### config.mk
export PLATFORM = sky130hd
export DESIGN_NAME = spi_shift_engine
export DESIGN_NICKNAME = d
export VERILOG_FILES = /design/src/rtl/spi_shift_engine_pkg.sv /design/src/rtl/spi_shift_engine.sv
export SDC_FILE = /design/constraint.sdc
export NUM_CORES = 1
export LEC_CHECK = 0
export CORE_ASPECT_RATIO = 1.1
export CORE_MARGIN = 1
export CORE_UTILIZATION = 55
export DETAILED_ROUTE_END_ITERATION = 16
export GPL_TIMING_DRIVEN = 1
export PLACE_DENSITY = 0.86
export SETUP_SLACK_MARGIN = 0.4
export SLEW_MARGIN = 20
export SYNTH_ARGS = -nofsm -noshare
export SYNTH_HDL_FRONTEND = slang
export SYNTH_SLANG_ARGS = --single-unit
export TNS_END_PERCENT = 20
### constraint.sdc
create_clock -name i_clk -period 4 [get_ports i_clk]
set_clock_uncertainty 0.15 [all_clocks]
set_input_delay 0.6 -clock i_clk [delete_from_list [all_inputs] [get_ports i_clk]]
set_output_delay 0.6 -clock i_clk [all_outputs]
set_load 0.01 [all_outputs]
### src/rtl/spi_shift_engine_pkg.sv
`default_nettype none
// ============================================================================
// Module      : spi_shift_engine_pkg
// Description : Shared constants and state encoding for the SPI shift engine.
// Revision    : 1.0 - initial release
// ============================================================================
package spi_shift_engine_pkg;

    // Default maximum character length and the matching length-field width
    localparam int SPI_MAX_CHAR_DFLT      = 32;
    localparam int SPI_CHAR_LEN_BITS_DFLT = $clog2(SPI_MAX_CHAR_DFLT);

    // Transfer sequencing states
    typedef enum logic [1:0] {
        ST_IDLE   = 2'd0,
        ST_SHIFT  = 2'd1,
        ST_FINISH = 2'd2
    } spi_state_t;

endpackage : spi_shift_engine_pkg
`default_nettype wire

### src/rtl/spi_shift_engine.sv
`default_nettype none
// ============================================================================
// Module      : spi_shift_engine
// Description : SPI data shifter. Presents transmit bits on o_mosi and
//               assembles received bits from i_miso, driven by SCLK edge
//               strobes from an external clock generator.
//               Optional feature macro: SPI_LSB_FIRST_EN (adds i_lsb for
//               per-transfer LSB-first ordering; default is MSB-first only).
// Revision    : 1.0 - initial release
// ============================================================================
module spi_shift_engine
    import spi_shift_engine_pkg::*;
#(
    parameter int SPI_MAX_CHAR      = SPI_MAX_CHAR_DFLT,
    parameter int SPI_CHAR_LEN_BITS = $clog2(SPI_MAX_CHAR)
) (
    input  logic                         i_clk,
    input  logic                         i_rst,
    input  logic                         i_go,
    input  logic [SPI_CHAR_LEN_BITS-1:0] i_char_len,
    input  logic                         i_tx_negedge,
    input  logic                         i_rx_negedge,
`ifdef SPI_LSB_FIRST_EN
    input  logic                         i_lsb,
`endif
    input  logic                         i_pos_edge,
    input  logic                         i_neg_edge,
    input  logic [SPI_MAX_CHAR-1:0]      i_tx_data,
    input  logic                         i_miso,
    output logic                         o_tx_start,
    output logic                         o_last_clk,
    output logic                         o_busy,
    output logic                         o_done,
    output logic [SPI_MAX_CHAR-1:0]      o_rx_data,
    output logic                         o_mosi
);

    localparam int CLB = SPI_CHAR_LEN_BITS;

    // Counters carry one extra bit so a full SPI_MAX_CHAR length compares cleanly
    localparam logic [CLB:0]   c_cnt_one = {{CLB{1'b0}}, 1'b1};
    localparam logic [CLB:0]   c_max_len = {1'b1, {CLB{1'b0}}};
    localparam logic [CLB-1:0] c_idx_one = {{(CLB-1){1'b0}}, 1'b1};

    spi_state_t              r_state;
    logic [CLB:0]            r_len;
    logic [CLB-1:0]          r_last_idx;
    logic                    r_tx_neg;
    logic                    r_rx_neg;
    logic                    r_lsb;
    logic [SPI_MAX_CHAR-1:0] r_tx_word;
    logic [SPI_MAX_CHAR-1:0] r_rx;
    logic [CLB:0]            r_tx_cnt;
    logic [CLB:0]            r_rx_cnt;
    logic                    r_mosi;
    logic                    r_tx_start;
    logic                    r_last_clk;
    logic                    r_busy;
    logic                    r_done;

    logic                    w_lsb_in;
    logic [CLB:0]            w_go_len;
    logic [CLB-1:0]          w_go_last_idx;
    logic                    w_go_first;
    logic                    w_tx_edge;
    logic                    w_rx_edge;
    logic [CLB:0]            w_rx_cnt_nxt;
    logic [CLB-1:0]          w_rx_idx;
    logic [CLB-1:0]          w_tx_idx;
    logic                    w_tx_adv;
    logic                    w_rx_last;

`ifdef SPI_LSB_FIRST_EN
    assign w_lsb_in = i_lsb;
`else
    assign w_lsb_in = 1'b0;
`endif

    // Length 0 encodes the maximum; N-1 wraps naturally in CLB bits
    assign w_go_len      = (i_char_len == '0) ? c_max_len : {1'b0, i_char_len};
    assign w_go_last_idx = i_char_len - c_idx_one;
    assign w_go_first    = w_lsb_in ? i_tx_data[0] : i_tx_data[w_go_last_idx];

    // Edge select: two-input mux per direction, chosen at transfer start
    assign w_tx_edge = r_tx_neg ? i_neg_edge : i_pos_edge;
    assign w_rx_edge = r_rx_neg ? i_neg_edge : i_pos_edge;

    // Receive count after this cycle's rx edge; tx advance sees this value
    assign w_rx_cnt_nxt = w_rx_edge ? (r_rx_cnt + c_cnt_one) : r_rx_cnt;
    assign w_rx_last    = w_rx_edge && (w_rx_cnt_nxt == r_len);

    // Bit positions for the current receive bit and the next transmit bit
    assign w_rx_idx = r_lsb ? r_rx_cnt[CLB-1:0]
                            : (r_last_idx - r_rx_cnt[CLB-1:0]);
    assign w_tx_idx = r_lsb ? (r_tx_cnt[CLB-1:0] + c_idx_one)
                            : (r_last_idx - r_tx_cnt[CLB-1:0] - c_idx_one);

    // MOSI only moves once the first bit has been sampled and bits remain
    assign w_tx_adv = w_tx_edge && (w_rx_cnt_nxt != '0) &&
                      (r_tx_cnt < (r_len - c_cnt_one));

    // Transfer sequencer with registered outputs
    always_ff @(posedge i_clk or posedge i_rst) begin
        if (i_rst) begin
            r_state    <= ST_IDLE;
            r_len      <= '0;
            r_last_idx <= '0;
            r_tx_neg   <= 1'b0;
            r_rx_neg   <= 1'b0;
            r_lsb      <= 1'b0;
            r_tx_word  <= '0;
            r_rx       <= '0;
            r_tx_cnt   <= '0;
            r_rx_cnt   <= '0;
            r_mosi     <= 1'b0;
            r_tx_start <= 1'b0;
            r_last_clk <= 1'b0;
            r_busy     <= 1'b0;
            r_done     <= 1'b0;
        end else begin
            r_tx_start <= 1'b0;
            r_done     <= 1'b0;
            case (r_state)
                ST_IDLE: begin
                    if (i_go) begin
                        r_state    <= ST_SHIFT;
                        r_len      <= w_go_len;
                        r_last_idx <= w_go_last_idx;
                        r_tx_neg   <= i_tx_negedge;
                        r_rx_neg   <= i_rx_negedge;
                        r_lsb      <= w_lsb_in;
                        r_tx_word  <= i_tx_data;
                        r_rx       <= '0;
                        r_tx_cnt   <= '0;
                        r_rx_cnt   <= '0;
                        r_mosi     <= w_go_first;
                        r_tx_start <= 1'b1;
                        r_busy     <= 1'b1;
                        r_last_clk <= (w_go_len == c_cnt_one);
                    end
                end
                ST_SHIFT: begin
                    if (w_rx_edge) begin
                        r_rx[w_rx_idx] <= i_miso;
                        r_rx_cnt       <= w_rx_cnt_nxt;
                    end
                    if (w_tx_adv) begin
                        r_tx_cnt <= r_tx_cnt + c_cnt_one;
                        r_mosi   <= r_tx_word[w_tx_idx];
                    end
                    if (w_rx_last) begin
                        r_state    <= ST_FINISH;
                        r_busy     <= 1'b0;
                        r_done     <= 1'b1;
                        r_last_clk <= 1'b0;
                    end else begin
                        r_last_clk <= (w_rx_cnt_nxt == (r_len - c_cnt_one));
                    end
                end
                ST_FINISH: begin
                    r_state <= ST_IDLE;
                end
                default: begin
                    r_state <= ST_IDLE;
                end
            endcase
        end
    end

    assign o_tx_start = r_tx_start;
    assign o_last_clk = r_last_clk;
    assign o_busy     = r_busy;
    assign o_done     = r_done;
    assign o_rx_data  = r_rx;
    assign o_mosi     = r_mosi;

endmodule : spi_shift_engine
`default_nettype wire

Word-level counts from Yosys, hierarchy flattened
Index checks and enable logic that the tools add are counted.
- output and inout bits: 37
- register bits: 96
- reductions and logical operators: 14
- equal/unequal tests: 8
- mux-type cells: 35
- order comparisons: 5
- $add $sub $neg: 7
- operator list (cell ; count):
    32-bit 2-to-1 mux ; 2
    32-bit one-hot mux with 2 select lines ; 1
    32-bit bitwise mux ; 1
    6-bit 2-to-1 mux ; 5
    6-bit one-hot mux with 2 select lines ; 2
    5-bit by 6-bit < comparator with 1-bit output (second input constant) ; 3
    1-bit 2-to-1 mux ; 15
    6-bit by 1-bit adder with 6-bit output (second input constant) ; 2
    6-bit == test ; 2
    1-bit binary-select mux with 5-bit select ; 2
    5-bit by 1-bit subtractor with 5-bit output (second input constant) ; 2
    5-bit subtractor ; 2
    3-bit AND reduction ; 3
    2-bit != test (second input constant) ; 4
    6-bit by 1-bit == test with 1-bit output (second input constant) ; 1
    6-bit < comparator ; 1
    1-bit one-hot mux with 2 select lines ; 3
    2-bit AND reduction ; 3
    6-bit nonzero test ; 1
    6-bit by 1-bit subtractor with 6-bit output (second input constant) ; 1
    1-bit demux with 5-bit select ; 1
    5-bit by 1-bit >= comparator with 1-bit output (second input constant) ; 1
    5-bit logical NOT ; 1
    1-bit logical AND ; 4
    other kinds (5) ; 6

Logic depth before layout (Yosys ltp)
- depth in word-level cells: 8
- depth in mapped cells: 11

Worst setup path before layout
No wires, ideal clock.
- kind: reg-to-reg
- from: register r_tx_cnt[0]
- to: register r_mosi, in the netlist o_mosi
- path slack: 890 ps
- clock period less this slack: 3110 ps
- arrival: 2835 ps
- data required time: 3725 ps
- stages on the path, launching flop included: 12
- cell sequence: dfrtp_1 > inv_1 > ha_1 > inv_1 > fa_1 > xor2_1 > mux4_2 > mux2_2 > mux2_2 > mux2i_1 > a21oi_1 > mux2_2
- word-level cells in the longest chain between the ends: 6
- elaborated cells on any way between the ends: 10
- those cells by class: add/sub (2); order compare (1); eq/ne (1); mux (4); reduce/logical (2)
- RTL lines (what ; line ; RTL):
    start: declaration ; spi_shift_engine.sv:53 ; logic [CLB:0] r_tx_cnt;
    start signal: assignment ; spi_shift_engine.sv:148 ; r_tx_cnt <= r_tx_cnt + c_cnt_one;
    5-bit subtractor ; spi_shift_engine.sv:96 ; : (r_last_idx - r_tx_cnt[CLB-1:0] - c_idx_one);
    5-bit by 1-bit subtractor with 5-bit output ; spi_shift_engine.sv:96 ;
    1-bit binary-select mux with 5-bit select ; spi_shift_engine.sv:149 ; r_mosi <= r_tx_word[w_tx_idx];
    1-bit 2-to-1 mux (implied by the code) ; spi_shift_engine.sv:149 ;
    1-bit 2-to-1 mux ; spi_shift_engine.sv:147 ; if (w_tx_adv) begin
    1-bit one-hot mux with 2 select lines ; spi_shift_engine.sv:123 ; case (r_state)
    end signal: assignment ; spi_shift_engine.sv:136 ; r_mosi <= w_go_first;
    end signal: assignment ; spi_shift_engine.sv:149 ;
    end: declaration ; spi_shift_engine.sv:55 ; logic r_mosi;
Several ways; a longest one is shown, not always the timed one. The select of a mux whose other input is x is not followed.
A chain may end at the register's enable or synchronous reset.

Worst setup path in the final report
Same ends and word-level chain as after synthesis.

==> impl_metrics.prom <==
# TYPE chip_impl_metric gauge
chip_impl_metric{name="gpl.final_weighted_congestion",unit=""} 0.970
chip_impl_metric{name="synthAdderAreaFrac",unit=""} 0.0489
chip_impl_metric{name="drt_pre_antenna_iters",unit=""} 8
chip_impl_metric{name="post_synthesis_compound_gate_area_fraction",unit=""} 0.150
chip_impl_metric{name="tritoncts_buffers",unit=""} 9
chip_impl_metric{name="syn-num-nets",unit=""} 651
chip_impl_metric{name="via_count",unit=""} 4965
chip_impl_info{name="hold_path.class",value="reg2reg"} 1
chip_impl_info{name="setup_crit_start_kind",value="flip-flop"} 1
chip_impl_metric{name="slew_at_the_pin_closest_to_its_max_slew_limit",unit="ns"} 0.776
chip_impl_info{name="netlist.top_cell.by_area",value="sky130_fd_sc_hd__dfrtp_1"} 1
chip_impl_metric{name="synth-seq-cells",unit=""} 96
chip_impl_metric{name="synth.yosys.seq_area_share",unit=""} 0.443
chip_impl_metric{name="post-route-cell-area",unit="mm^2"} 0.00654
chip_impl_metric{name="period_minus_slack",unit="ns"} 3.50
chip_impl_metric{name="vias_per_cell",unit=""} 6.34
chip_impl_metric{name="fin_tns_setup",unit="ns"} 0
chip_impl_info{name="critPathSlowestCell",value="sky130_fd_sc_hd__mux4_2"} 1
chip_impl_metric{name="cts_resized",unit=""} 0
chip_impl_metric{name="die_ar",unit="mm^2"} 0.0103
chip_impl_info{name="yosys_most_used_dff",value="sky130_fd_sc_hd__dfrtp_1"} 1
chip_impl_metric{name="cp_max_fo",unit=""} 8
chip_impl_metric{name="timing.max_cap.violations",unit=""} 0
chip_impl_metric{name="routedWlPerCell",unit="um"} 18.6
chip_impl_metric{name="grt_remaining_overflow",unit=""} 0
chip_impl_metric{name="clock_tree.buffer_depth",unit=""} 2
chip_impl_metric{name="setup_viol",unit=""} 0
chip_impl_metric{name="num_antenna_cells",unit=""} 0
chip_impl_metric{name="post_synth_num_cell_types",unit=""} 44
chip_impl_metric{name="timing.final.max_slew_violations",unit=""} 0
chip_impl_metric{name="core_area",unit="mm^2"} 0.00944
chip_impl_metric{name="num-nets-final",unit=""} 726
chip_impl_metric{name="io_buffers",unit=""} 81
chip_impl_info{name="worstSetupPathType",value="reg2reg"} 1
chip_impl_metric{name="layout-drive-gt1-share",unit=""} 0.0841
chip_impl_metric{name="n_fill_cell",unit=""} 726
chip_impl_metric{name="clk_pin_slew_worst_paths",unit="ns"} 0.10
chip_impl_metric{name="worstPathRequired",unit="ns"} 4.10
chip_impl_metric{name="synth_top_cell_area_share",unit=""} 0.443
chip_impl_info{name="top_library_cells_by_usage_in_the_layout_fill_and_taps_aside",value="sky130_fd_sc_hd__nand2_1, sky130_fd_sc_hd__dfrtp_1, sky130_fd_sc_hd__o21ai_0, sky130_fd_sc_hd__clkdlybuf4s50_1, sky130_fd_sc_hd__a21oi_1"} 1
chip_impl_metric{name="pwr_dens",unit="mW/mm^2"} 899
chip_impl_metric{name="final-seq-area",unit="mm^2"} 0.00240
chip_impl_metric{name="cts_max_level",unit=""} 3
chip_impl_metric{name="antenna_found_initial",unit=""} 0
chip_impl_info{name="crit_path_end_kind",value="flip-flop"} 1
chip_impl_metric{name="timing.critical_path.slowest_cell_delay",unit="ns"} 0.54
chip_impl_metric{name="synthMuxAreaShare",unit=""} 0.102
chip_impl_metric{name="hold_viol_final",unit=""} 0
chip_impl_metric{name="first_pass_grt_wire_length",unit="mm"} 24.1
chip_impl_metric{name="dpl-instance-area",unit="mm^2"} 0.00634
chip_impl_metric{name="area_growth",unit="%"} 20.7
chip_impl_metric{name="yosysWarnings",unit=""} 0
chip_impl_metric{name="vdd_drop_max",unit="mV"} 0.401
chip_impl_info{name="tritoncts_clock_tree",value="yes"} 1
chip_impl_metric{name="synth_xor_area_frac",unit=""} 0.0533
chip_impl_metric{name="relative_slew_slack",unit=""} 0.482
chip_impl_metric{name="design.portCount",unit=""} 82
chip_impl_metric{name="core.rowCount",unit=""} 37
chip_impl_info{name="synth.top_cells.by_area",value="sky130_fd_sc_hd__dfrtp_1, sky130_fd_sc_hd__nand2_1, sky130_fd_sc_hd__o21ai_0"} 1
chip_impl_metric{name="die_h",unit="um"} 106
chip_impl_metric{name="route.antenna.remaining_nets",unit=""} 0
chip_impl_metric{name="synth_edf_count",unit=""} 0
chip_impl_metric{name="netlist_area",unit="mm^2"} 0.00542
chip_impl_metric{name="power.static_leakage",unit="nW"} 2.85
chip_impl_metric{name="route.detailed.drc",unit=""} 0
chip_impl_metric{name="vias_in_the_first_global_route",unit=""} 4979
chip_impl_info{name="status",value="finished, final reports clean"} 1
chip_impl_metric{name="place_hpwl",unit="mm"} 10.7
chip_impl_metric{name="synthesis.instances",unit=""} 586
chip_impl_info{name="mostFrequentLayoutCell",value="sky130_fd_sc_hd__nand2_1"} 1
chip_impl_info{name="critical-path-top-cell-by-count",value="sky130_fd_sc_hd__mux2_2"} 1
chip_impl_info{name="crit_chain",value="inv_1 -> ha_1 -> inv_1 -> fa_1 -> inv_2 -> mux4_2 -> mux2_2 -> mux2_2 -> mux2i_1 -> a21oi_1 -> mux2_2"} 1
chip_impl_metric{name="avg_inst_size_synth",unit="um^2"} 9.25
chip_impl_metric{name="multiInputGateArea",unit="mm^2"} 0.00284
chip_impl_info{name="root_buffer",value="sky130_fd_sc_hd__clkbuf_8"} 1
chip_impl_metric{name="synth-simple-area-share",unit=""} 0.170
chip_impl_metric{name="pin_count_of_the_biggest_net_entering_global_routing",unit=""} 52
chip_impl_metric{name="clkSinkCount",unit=""} 96
chip_impl_metric{name="cts_hold_buffers",unit=""} 0
chip_impl_info{name="combinational_family_with_the_most_area_after_synthesis",value="simple AND/OR/NAND/NOR gates"} 1
chip_impl_metric{name="insertion_delay",unit="ns"} 0.38
chip_impl_metric{name="routed_wl",unit="mm"} 14.6
chip_impl_metric{name="drt_iter0_markers",unit=""} 397
chip_impl_metric{name="floorplan.initialDensity",unit=""} 0.574
chip_impl_info{name="unrepaired_setup_endpoints_after_global_routing",value="no"} 1
chip_impl_metric{name="critPathArrivalTime",unit="ns"} 3.60
chip_impl_metric{name="fmax",unit="GHz"} 0.286
chip_impl_metric{name="post_cts.repair.setup_buffers",unit=""} 0
chip_impl_metric{name="synthArstFlopShare",unit=""} 1.00
chip_impl_metric{name="gr-usage-all-layers",unit=""} 0.294
chip_impl_metric{name="die-width",unit="um"} 96.7
chip_impl_metric{name="finalCritPeriodShare",unit=""} 0.875
layout make-up:
| type | count | share of cell area |
|---|---|---|
| Clock buffer | 9 | 0.0189 |
| Multi-Input combinational cell | 445 | 0.434 |
| Clock inverter | 7 | 0.0119 |
| Sequential cell | 96 | 0.367 |
| Tap cell | 117 | 0.0224 |
| Inverter | 18 | 0.0105 |
| Timing Repair Buffer | 91 | 0.135 |
cells in the mapped netlist, types with 15 or more instances:
| cell type | instances |
|---|---|
| sky130_fd_sc_hd__nand2_1 | 138 |
| sky130_fd_sc_hd__dfrtp_1 | 96 |
| sky130_fd_sc_hd__o21ai_0 | 81 |
| sky130_fd_sc_hd__a21oi_1 | 38 |
| sky130_fd_sc_hd__nor2_1 | 20 |
| sky130_fd_sc_hd__ha_1 | 18 |
| sky130_fd_sc_hd__inv_1 | 17 |
| sky130_fd_sc_hd__nand3_1 | 17 |
| sky130_fd_sc_hd__xor2_1 | 17 |
| sky130_fd_sc_hd__mux4_2 | 16 |
| sky130_fd_sc_hd__xnor2_1 | 16 |
| sky130_fd_sc_hd__clkbuf_1 | 15 |
flip-flops by register name (all words and copies together), names as in the netlist:
signal      count
o_tx_start      1
r_tx_cnt        6
o_rx_data      32
o_mosi          1
r_tx_neg        1
r_tx_word      32
o_last_clk      1
r_rx_neg        1
r_state         2
o_busy          1
r_last_idx      5
r_rx_cnt        6
o_done          1
r_len           6
cell families (layout without fill, tap and decap cells):
logic type,count (synthesis),after routing
simple gates,214,214
fa+ha+maj,20,20
flops,96,96
mux,31,31
compound gates,147,147
xor+xnor,33,33
buf+inv,45,125
worst max-delay path: cells and delay by family, from the launching register on:
family / cells / cell delay [ns]
compound gates: 1 / 0.11
buf+inv: 3 / 0.45
mux: 5 / 1.59
fa+ha+maj: 2 / 0.63
flops: 1 / 0.45
where the power goes:
part | switching [mW] | leakage [nW] | internal [mW]
sequential | 0.315 | 1.25 | 1.35
clock | 0.401 | 0.103 | 0.247
combinational | 2.08 | 1.50 | 1.49
total | 2.79 | 2.85 | 3.09
final timing paths:
kind                       cells past startpoint                      start  slack (ns)                   endpoint
max in group asynchronous                      3                      i_rst        2.25         o_mosi$_DFFE_PP0P_
min                                            2  r_tx_word[19]$_DFFE_PP0P_        0.34  r_tx_word[19]$_DFFE_PP0P_
max                                           11    r_tx_cnt[0]$_DFFE_PP0P_        0.50         o_mosi$_DFFE_PP0P_
max reg2reg                                   11    r_tx_cnt[0]$_DFFE_PP0P_        0.50         o_mosi$_DFFE_PP0P_
min reg2reg                                    2  r_tx_word[19]$_DFFE_PP0P_        0.34  r_tx_word[19]$_DFFE_PP0P_
min in group asynchronous                      2                      i_rst        0.49       r_tx_neg$_DFFE_PP0P_
metrics by stage:
| step | util | setup WS [ns] | instances | hold slack, ns | total power [mW] |
|---|---|---|---|---|---|
| 6_report | 0.693 | 0.500 | 783 | 0.337 | 5.88 |
| 5_1_grt | 0.693 | 0.406 | 783 | 0.355 | 6.26 |
| 4_1_cts | 0.693 | 0.527 | 783 | 0.340 | 5.81 |
| 3_5_place_dp | 0.672 | 0.493 | 767 | 0.313 | 5.12 |
| 3_3_place_gp | 0.672 | 0.637 | 767 | 0.304 | 4.91 |
| 2_1_floorplan | - | 0.745 | 586 | 0.290 | 4.05 |
metal layers:
| metal | routed length (um) | vias to the layer above | global-route usage |
|---|---|---|---|
| met5 | 0 | - | 0 |
| met2 | 7410 | 317 | 0.530 |
| met3 | 1250 | 55 | 0.0427 |
| met4 | 491 | 0 | 0.138 |
| met1 | 5420 | 2397 | 0.346 |
| li1 | - | 2196 | - |
Note: power is estimated with default switching activity, not from simulation.
